[src/rtl/mem_port_arbiter.sv]
// Shares one single-ported memory between the fetch port and the data port.
// Data has priority; a streak counter forces a fetch grant to avoid starvation.
module mem_port_arbiter #(
    parameter int unsigned MAX_DATA_STREAK = 4,
    parameter int unsigned TIMEOUT         = 64,
    parameter logic [31:0] ERR_DATA        = 32'hDEADBEEF
) (
    input  logic        clk,
    input  logic        reset,
    input  logic        if_req,
    input  logic [31:0] if_addr,
    output logic        if_gnt,
    output logic        if_rvalid,
    output logic [31:0] if_rdata,
    input  logic        d_req,
    input  logic        d_we,
    input  logic [31:0] d_addr,
    input  logic [31:0] d_wdata,
    input  logic [7:0]  d_mask,
    output logic        d_gnt,
    output logic        d_rvalid,
    output logic [31:0] d_rdata,
    output logic        d_err,
    output logic        mem_req,
    output logic        mem_we,
    output logic [31:0] mem_addr,
    output logic [31:0] mem_wdata,
    output logic [7:0]  mem_mask,
    input  logic        mem_gnt,
    input  logic        mem_rvalid,
    input  logic [31:0] mem_rdata,
    output logic        err_sticky
);

    typedef enum logic [1:0] {IDLE, ISSUE, WAIT} state_t;
    typedef enum logic [1:0] {OWN_NONE, OWN_IF, OWN_D} owner_t;

    localparam logic [3:0] STREAK_MAX = 4'(MAX_DATA_STREAK);
    localparam logic [7:0] CNT_LAST   = 8'(TIMEOUT - 1);

    state_t      state_q, state_d;
    owner_t      owner_q, owner_d;
    logic [3:0]  streak_q, streak_d;
    logic [7:0]  cnt_q, cnt_d;
    logic        mem_req_q, mem_req_d;
    logic        mem_we_q, mem_we_d;
    logic [31:0] mem_addr_q, mem_addr_d;
    logic [31:0] mem_wdata_q, mem_wdata_d;
    logic [7:0]  mem_mask_q, mem_mask_d;
    logic        if_gnt_q, if_gnt_d;
    logic        if_rvalid_q, if_rvalid_d;
    logic [31:0] if_rdata_q, if_rdata_d;
    logic        d_gnt_q, d_gnt_d;
    logic        d_rvalid_q, d_rvalid_d;
    logic [31:0] d_rdata_q, d_rdata_d;
    logic        d_err_q, d_err_d;
    logic        err_sticky_q, err_sticky_d;
    logic        fetch_wins;
    logic        resp;
    logic        resp_err;
    logic [31:0] resp_data;

    always_comb begin
        state_d      = state_q;
        owner_d      = owner_q;
        streak_d     = streak_q;
        cnt_d        = cnt_q;
        mem_req_d    = mem_req_q;
        mem_we_d     = mem_we_q;
        mem_addr_d   = mem_addr_q;
        mem_wdata_d  = mem_wdata_q;
        mem_mask_d   = mem_mask_q;
        err_sticky_d = err_sticky_q;
        if_gnt_d     = 1'b0;
        if_rvalid_d  = 1'b0;
        if_rdata_d   = 32'h0;
        d_gnt_d      = 1'b0;
        d_rvalid_d   = 1'b0;
        d_rdata_d    = 32'h0;
        d_err_d      = 1'b0;
        fetch_wins   = if_req && (!d_req || streak_q == STREAK_MAX);
        resp         = 1'b0;
        resp_err     = 1'b0;
        resp_data    = 32'h0;

        case (state_q)
            IDLE: begin
                if (if_req || d_req) begin
                    state_d   = ISSUE;
                    mem_req_d = 1'b1;
                    if (fetch_wins) begin
                        owner_d     = OWN_IF;
                        if_gnt_d    = 1'b1;
                        streak_d    = 4'd0;
                        mem_we_d    = 1'b0;
                        mem_addr_d  = if_addr;
                        mem_wdata_d = 32'h0;
                        mem_mask_d  = 8'h0;
                    end else begin
                        owner_d     = OWN_D;
                        d_gnt_d     = 1'b1;
                        mem_we_d    = d_we;
                        mem_addr_d  = d_addr;
                        mem_wdata_d = d_wdata;
                        mem_mask_d  = d_mask;
                        if (!if_req)
                            streak_d = 4'd0;
                        else if (streak_q != 4'hF)
                            streak_d = streak_q + 4'd1;
                    end
                end
            end
            ISSUE: begin
                if (mem_gnt) begin
                    mem_req_d = 1'b0;
                    if (owner_q == OWN_D && mem_we_q) begin
                        d_rvalid_d = 1'b1;
                        state_d    = IDLE;
                        owner_d    = OWN_NONE;
                    end else begin
                        cnt_d   = 8'd0;
                        state_d = WAIT;
                    end
                end
            end
            WAIT: begin
                if (mem_rvalid) begin
                    resp      = 1'b1;
                    resp_data = mem_rdata;
                end else if (cnt_q == CNT_LAST) begin
                    resp         = 1'b1;
                    resp_err     = 1'b1;
                    resp_data    = ERR_DATA;
                    err_sticky_d = 1'b1;
                end else begin
                    cnt_d = cnt_q + 8'd1;
                end
            end
            default: begin
                state_d = IDLE;
                owner_d = OWN_NONE;
            end
        endcase

        // Route the read response to whoever owns the transaction.
        if (resp) begin
            state_d = IDLE;
            owner_d = OWN_NONE;
            d_err_d = resp_err;
            if (owner_q == OWN_IF) begin
                if_rvalid_d = 1'b1;
                if_rdata_d  = resp_data;
            end else begin
                d_rvalid_d = 1'b1;
                d_rdata_d  = resp_data;
            end
        end
    end

    always_ff @(posedge clk or negedge reset) begin
        if (!reset) begin
            state_q      <= IDLE;
            owner_q      <= OWN_NONE;
            streak_q     <= 4'd0;
            cnt_q        <= 8'd0;
            mem_req_q    <= 1'b0;
            mem_we_q     <= 1'b0;
            mem_addr_q   <= 32'h0;
            mem_wdata_q  <= 32'h0;
            mem_mask_q   <= 8'h0;
            if_gnt_q     <= 1'b0;
            if_rvalid_q  <= 1'b0;
            if_rdata_q   <= 32'h0;
            d_gnt_q      <= 1'b0;
            d_rvalid_q   <= 1'b0;
            d_rdata_q    <= 32'h0;
            d_err_q      <= 1'b0;
            err_sticky_q <= 1'b0;
        end else begin
            state_q      <= state_d;
            owner_q      <= owner_d;
            streak_q     <= streak_d;
            cnt_q        <= cnt_d;
            mem_req_q    <= mem_req_d;
            mem_we_q     <= mem_we_d;
            mem_addr_q   <= mem_addr_d;
            mem_wdata_q  <= mem_wdata_d;
            mem_mask_q   <= mem_mask_d;
            if_gnt_q     <= if_gnt_d;
            if_rvalid_q  <= if_rvalid_d;
            if_rdata_q   <= if_rdata_d;
            d_gnt_q      <= d_gnt_d;
            d_rvalid_q   <= d_rvalid_d;
            d_rdata_q    <= d_rdata_d;
            d_err_q      <= d_err_d;
            err_sticky_q <= err_sticky_d;
        end
    end

    assign if_gnt     = if_gnt_q;
    assign if_rvalid  = if_rvalid_q;
    assign if_rdata   = if_rdata_q;
    assign d_gnt      = d_gnt_q;
    assign d_rvalid   = d_rvalid_q;
    assign d_rdata    = d_rdata_q;
    assign d_err      = d_err_q;
    assign mem_req    = mem_req_q;
    assign mem_we     = mem_we_q;
    assign mem_addr   = mem_addr_q;
    assign mem_wdata  = mem_wdata_q;
    assign mem_mask   = mem_mask_q;
    assign err_sticky = err_sticky_q;

endmodule

[config.mk]
export PLATFORM = sky130hd
export DESIGN_NAME = mem_port_arbiter
export DESIGN_NICKNAME = d
export VERILOG_FILES = /design/src/rtl/mem_port_arbiter.sv
export SDC_FILE = /design/constraint.sdc
export NUM_CORES = 1
export LEC_CHECK = 0
export ABC_CLOCK_PERIOD_IN_PS = 2100
export CORE_MARGIN = 2
export CORE_UTILIZATION = 40
export DETAILED_ROUTE_END_ITERATION = 7
export PLACE_DENSITY = 0.78
export SETUP_SLACK_MARGIN = 0.4
export SLEW_MARGIN = 20
export SYNTH_ARGS = -nofsm -noshare
export SYNTH_HDL_FRONTEND = slang
export SYNTH_SLANG_ARGS = --single-unit
export TNS_END_PERCENT = 20
[constraint.sdc]
create_clock -name clk -period 2.1 [get_ports clk]
set_input_delay 0.21 -clock clk [delete_from_list [all_inputs] [get_ports clk]]
set_output_delay 0.21 -clock clk [all_outputs]
set_load 0.05 [all_outputs]
## Word level (Yosys, flattened, before mapping)

Index checks and enable logic that the tools add are counted.

- Logic and storage cells: 104
- Input port bits: 143
- Output and inout bits: 144
- Register bits: 160

- Reductions and logical operators: 15
- Muxes and demuxes: 52
- Bitwise logic cells: 1
- Eq/ne operators: 17
- Add/sub/neg operators: 2

Operator list:

| cell | count |
|---|---|
| two-way mux 32 bit | 9 |
| two-way mux 8 bit | 5 |
| two-way mux 1 bit | 22 |
| two-way mux 2 bit | 9 |
| one-hot mux 8 bit (2 select lines) | 1 |
| two-way mux 4 bit | 3 |
| inequality test 2 bit, second input constant | 6 |
| one-hot mux 2 bit (3 select lines) | 2 |
| AND reduction 3 bit | 4 |
| inequality test 3 bit, second input constant | 3 |
| adder 8 x 1 -> 8 bit, second input constant | 1 |
| == test 8 x 6 -> 1 bit, second input constant | 1 |
| AND reduction 5 bit | 1 |
| adder 4 x 1 -> 4 bit, second input constant | 1 |
| == test 2 x 1 -> 1 bit, second input constant | 2 |
| == test 2 bit, second input constant | 2 |
| == test 4 x 3 -> 1 bit, second input constant | 1 |
| inequality test 4 bit, second input constant | 1 |
| AND reduction 4 bit | 1 |
| nonzero test 2 bit | 2 |
| inequality test 3 x 1 -> 1 bit, second input constant | 1 |
| logical AND 1 bit | 2 |
| logical NOT 2 bit | 1 |
| logical OR 1 bit | 2 |
| other kinds (4) | 4 |

## Depth between registers and ports, before layout

- Depth after elaboration: 7
- Depth in mapped cells: 8
- Depth with buffers taken out: 6

## Worst setup path before layout

Ideal clock, no wire load.

- Path type: register to register
- Start point: register cnt_q[0]
- End point: register if_rdata_q[12], in the netlist if_rdata[12]
- Stages on the path, launching flop included: 7
- Period minus slack after synthesis: 1.863 ns
- Required time: 1.968 ns
- Path buffers: 1
- Setup slack: 0.237 ns
- Setup time: 0.132 ns
- Arrival: 1.731 ns
- Path through: dfrtp_1 ha_1 and4bb_2 and2_1 o2111ai_1 clkbuf_1 nor2_1

- Word-level cells in the longest chain between the ends: 6
- Elaborated cells between the ends (all ways): 9
- Classes of those cells: eq/ne (1); mux (8)

RTL lines:

| item | line | text |
|---|---|---|
| start, declared | 44 | `logic [7:0] cnt_q, cnt_d;` |
| start signal, assigned | 183 | `cnt_q <= cnt_d;` |
| == test 8 x 6 -> 1 bit (*) | 130 | `end else if (cnt_q == CNT_LAST) begin` |
| two-way mux 32 bit | 130 |  |
| two-way mux 32 bit | 127 | `if (mem_rvalid) begin` |
| two-way mux 32 bit | 86 | `case (state_q)` |
| two-way mux 32 bit | 150 | `if (owner_q == OWN_IF) begin` |
| two-way mux 32 bit (*) | 146 | `if (resp) begin` |
| named net if_rdata_d[12] | 52 | `logic [31:0] if_rdata_q, if_rdata_d;` |
| end signal, assigned | 191 | `if_rdata_q <= if_rdata_d;` |
| end, declared | 52 |  |

The timed path passes the listed nets; every way through them passes the cells marked *.
A chain may end at the register's enable or synchronous reset.

## Final worst setup path

- Start point: register mem_wdata_q[11], in the netlist mem_wdata[11]
- End point: output mem_wdata[11]

RTL lines:

| item | line | text |
|---|---|---|
| start, declared | 48 | `logic [31:0] mem_wdata_q, mem_wdata_d;` |
| start signal, assigned | 187 | `mem_wdata_q <= mem_wdata_d;` |
| end, declared | 27 | `output logic [31:0] mem_wdata,` |

No word-level cell between the ends.

==> qor.csv <==
metric;value;unit
status;complete, no violations;
slowest CP cell;clkdlybuf4s50_1;
critical path startpoint category;flop;
maximum clock insertion buffer count;2;
Final Max Tran Viols;0;
Mapped Cells;642;
M2 GR Usage;37.4;%
Top Usage Layer GRT;met2;
number of global-route vias before repair;5567;
DRT iter0 DRCs;332;
# DRC;0;
Net count, final;1082;
dpl hpwl;12.8;mm
via count;5659;
largest net degree at the start of global routing;53;
Netlist Area Pre-Place;6230;um2
core footprint;15200;um2
period utilization;87.2;%
Worst R2R Setup Slack;410;ps
peak supply drop;1020;uV
DIE WIDTH;129;um
gpl congestion;0.798;
post-synthesis sequential area ratio;64.2;%
met1 usage;26.8;%
Post-Syn Area per Cell;9.71;um2
Die ar.;16600;um2
f_max;546;MHz
share of cells above drive strength 1;7.59;%
commonest non-fill, non-tap cell in the layout;clkdlybuf4s50_1;
Wirelength per Cell;16.2;um
worst min path class;primary input to flop;
WL final;18.5;mm
Static Leak;0.00518;uW
Yosys cell types;38;
CP delay by family, top;buffers and inverters;
port buffer count;286;
Tmin final;1830;ps
Rows;45;
Slew headroom;56.9;%
Design Area, Final;10300;um2
clock sinks;160;
Max-Cap Viols;0;
Die H;129;um
worst path cell trace;clkdlybuf4s50_1;
total gr overflow;0;
GR Util met3;7.69;%
Synth-to-Final Area Change;64.6;%
router iterations before antenna repair;4;
Setup-failing EPs final;0;
CP required;1890;ps
CP bufs+invs;1;
first-pass GRT wire length;28.6;mm
CTS HTree Levels;4;
# diodes;0;
final clock skew;13.8;ps
Via density;4.98;
Pwr Total;14500;uW
Worst-Skew Late Latency;420;ps
Initial Util;41.0;%
Fin. Hold Viols;0;
Clock Root Buffer;clkbuf_16;
CTS tree;yes;
Synthesis Warnings;0;
initial antenna violation count;0;
CP max FO;2;
critical path class;flop to primary output;
Worst EP arrival;1620;ps
num ports;287;
RSZ-0062 raised after global routing;true;
Worst path max stage delay;840;ps
commonest cells after routing, fill and taps aside;clkdlybuf4s50_1, dfrtp_1, nand2_1;
power per cell area;1410;nW/um2
Worst-Margin Slew;650;ps
final setup TNS;0;ps
#FFs+latches synth;160;
placed inst area;9430;um2
CTS clk-pin slew, worst paths;70;ps
Total Routing Usage GR;22.4;%
Final ANT Viol Nets;0;
Setup crit end kind;primary output;
TritonCTS Buffers;17;
net count after synthesis;788;
-- cells by family after synthesis --
kind of cell	Yosys count	synth area share, %
AO/OA/AOI/OAI	92	7.99
XOR/XNOR	3	0.422
adder cells (fa/ha/maj)	3	0.602
buffers and inverters	47	3.03
flip-flops	160	64.2
multiplexers	3	0.482
AND/OR/NAND/NOR	334	23.2
-- cells in the mapped netlist --
master / count / area, um2
a211oi_1: 1 / 7.51
a21bo_2: 1 / 10.0
a21boi_0: 1 / 7.51
a21boi_1: 1 / 7.51
a21o_1: 3 / 22.5
a21oi_1: 69 / 345
and2_1: 2 / 12.5
and3_1: 2 / 12.5
and3b_1: 1 / 8.76
and4bb_2: 1 / 12.5
buf_1: 6 / 22.5
buf_2: 4 / 20.0
buf_6: 1 / 11.3
clkbuf_1: 29 / 109
dfrtp_1: 160 / 4000
ha_1: 3 / 37.5
inv_1: 7 / 26.3
mux2i_1: 3 / 30.0
nand2_1: 131 / 492
nand3_1: 52 / 260
nand3b_1: 3 / 22.5
nand4_1: 1 / 6.26
nor2_1: 107 / 402
nor2b_1: 26 / 163
nor3_1: 2 / 10.0
nor3_2: 1 / 10.0
o2111ai_1: 1 / 8.76
o211ai_1: 1 / 7.51
o21ai_0: 9 / 45.0
o221ai_1: 1 / 8.76
o22ai_1: 2 / 12.5
o31ai_1: 2 / 15.0
or2_2: 2 / 12.5
or3_1: 1 / 6.26
or3b_4: 1 / 11.3
or4_1: 1 / 7.51
xnor2_1: 2 / 17.5
xor2_1: 1 / 8.76
-- layer usage --
layer	vias to the layer above	share of wire [%]
met5	-	0
met2	250	50
li1	2676	-
met4	0	2.4
met1	2701	39
met3	32	8.4
-- sequential cells by signal (all words and copies together) (netlist names), 2 cells and up --
register	cells
d_rdata	32
if_rdata	32
mem_addr	32
mem_wdata	32
cnt_q	8
mem_mask	8
streak_q	4
owner_q	2
state_q	2
-- power breakdown --
group / internal, uW / switching [uW]
clock: 1960 / 1290
sequential: 3930 / 447
combinational: 2200 / 4640
-- area by class of cell --
| type | instances | area [um2] |
|---|---|---|
| well taps | 188 | 235 |
| multi-input cells | 436 | 2090 |
| inverters | 7 | 26.3 |
| fillers | 1169 | 4940 |
| clock inverters | 13 | 175 |
| repair buffers | 314 | 3280 |
| flip-flops and latches | 160 | 4000 |
| clock buffers | 19 | 453 |
-- final timing paths --
check                                   start             to  depth (start not counted)
worst max-delay path            mem_wdata[11]  mem_wdata[11]                          1
worst min-delay path               d_addr[10]   mem_addr[10]                          3
worst max register to register       cnt_q[1]     d_rdata[7]                          6
worst min register to register  mem_wdata[14]  mem_wdata[14]                          2
max in group asynchronous               reset    if_rdata[4]                          3
min in group asynchronous               reset    mem_mask[6]                          2
-- per-stage QoR --
stage	hold slack (ps)	util, %	cells	setup slack, ps
after CTS	306	66.8	1137	262
final	323	67.5	1137	269
after floorplan	-85.6	-	642	313
after global routing	319	67.5	1137	251
after detailed placement	195	62.0	1096	149
after global placement	197	62.0	1096	170
-- timing repair --
item / 4_1_cts / 5_1_grt
gates cloned: 2 / 0
resized for setup: 20 / 45
setup buffers: 6 / 0
endpoints found under the setup margin: 268 / 229
pin swaps: 6 / 0
endpoints found under the hold margin: 46 / 0
hold buffers: 1 / 0
Note: power is estimated with default switching activity, not from simulation.
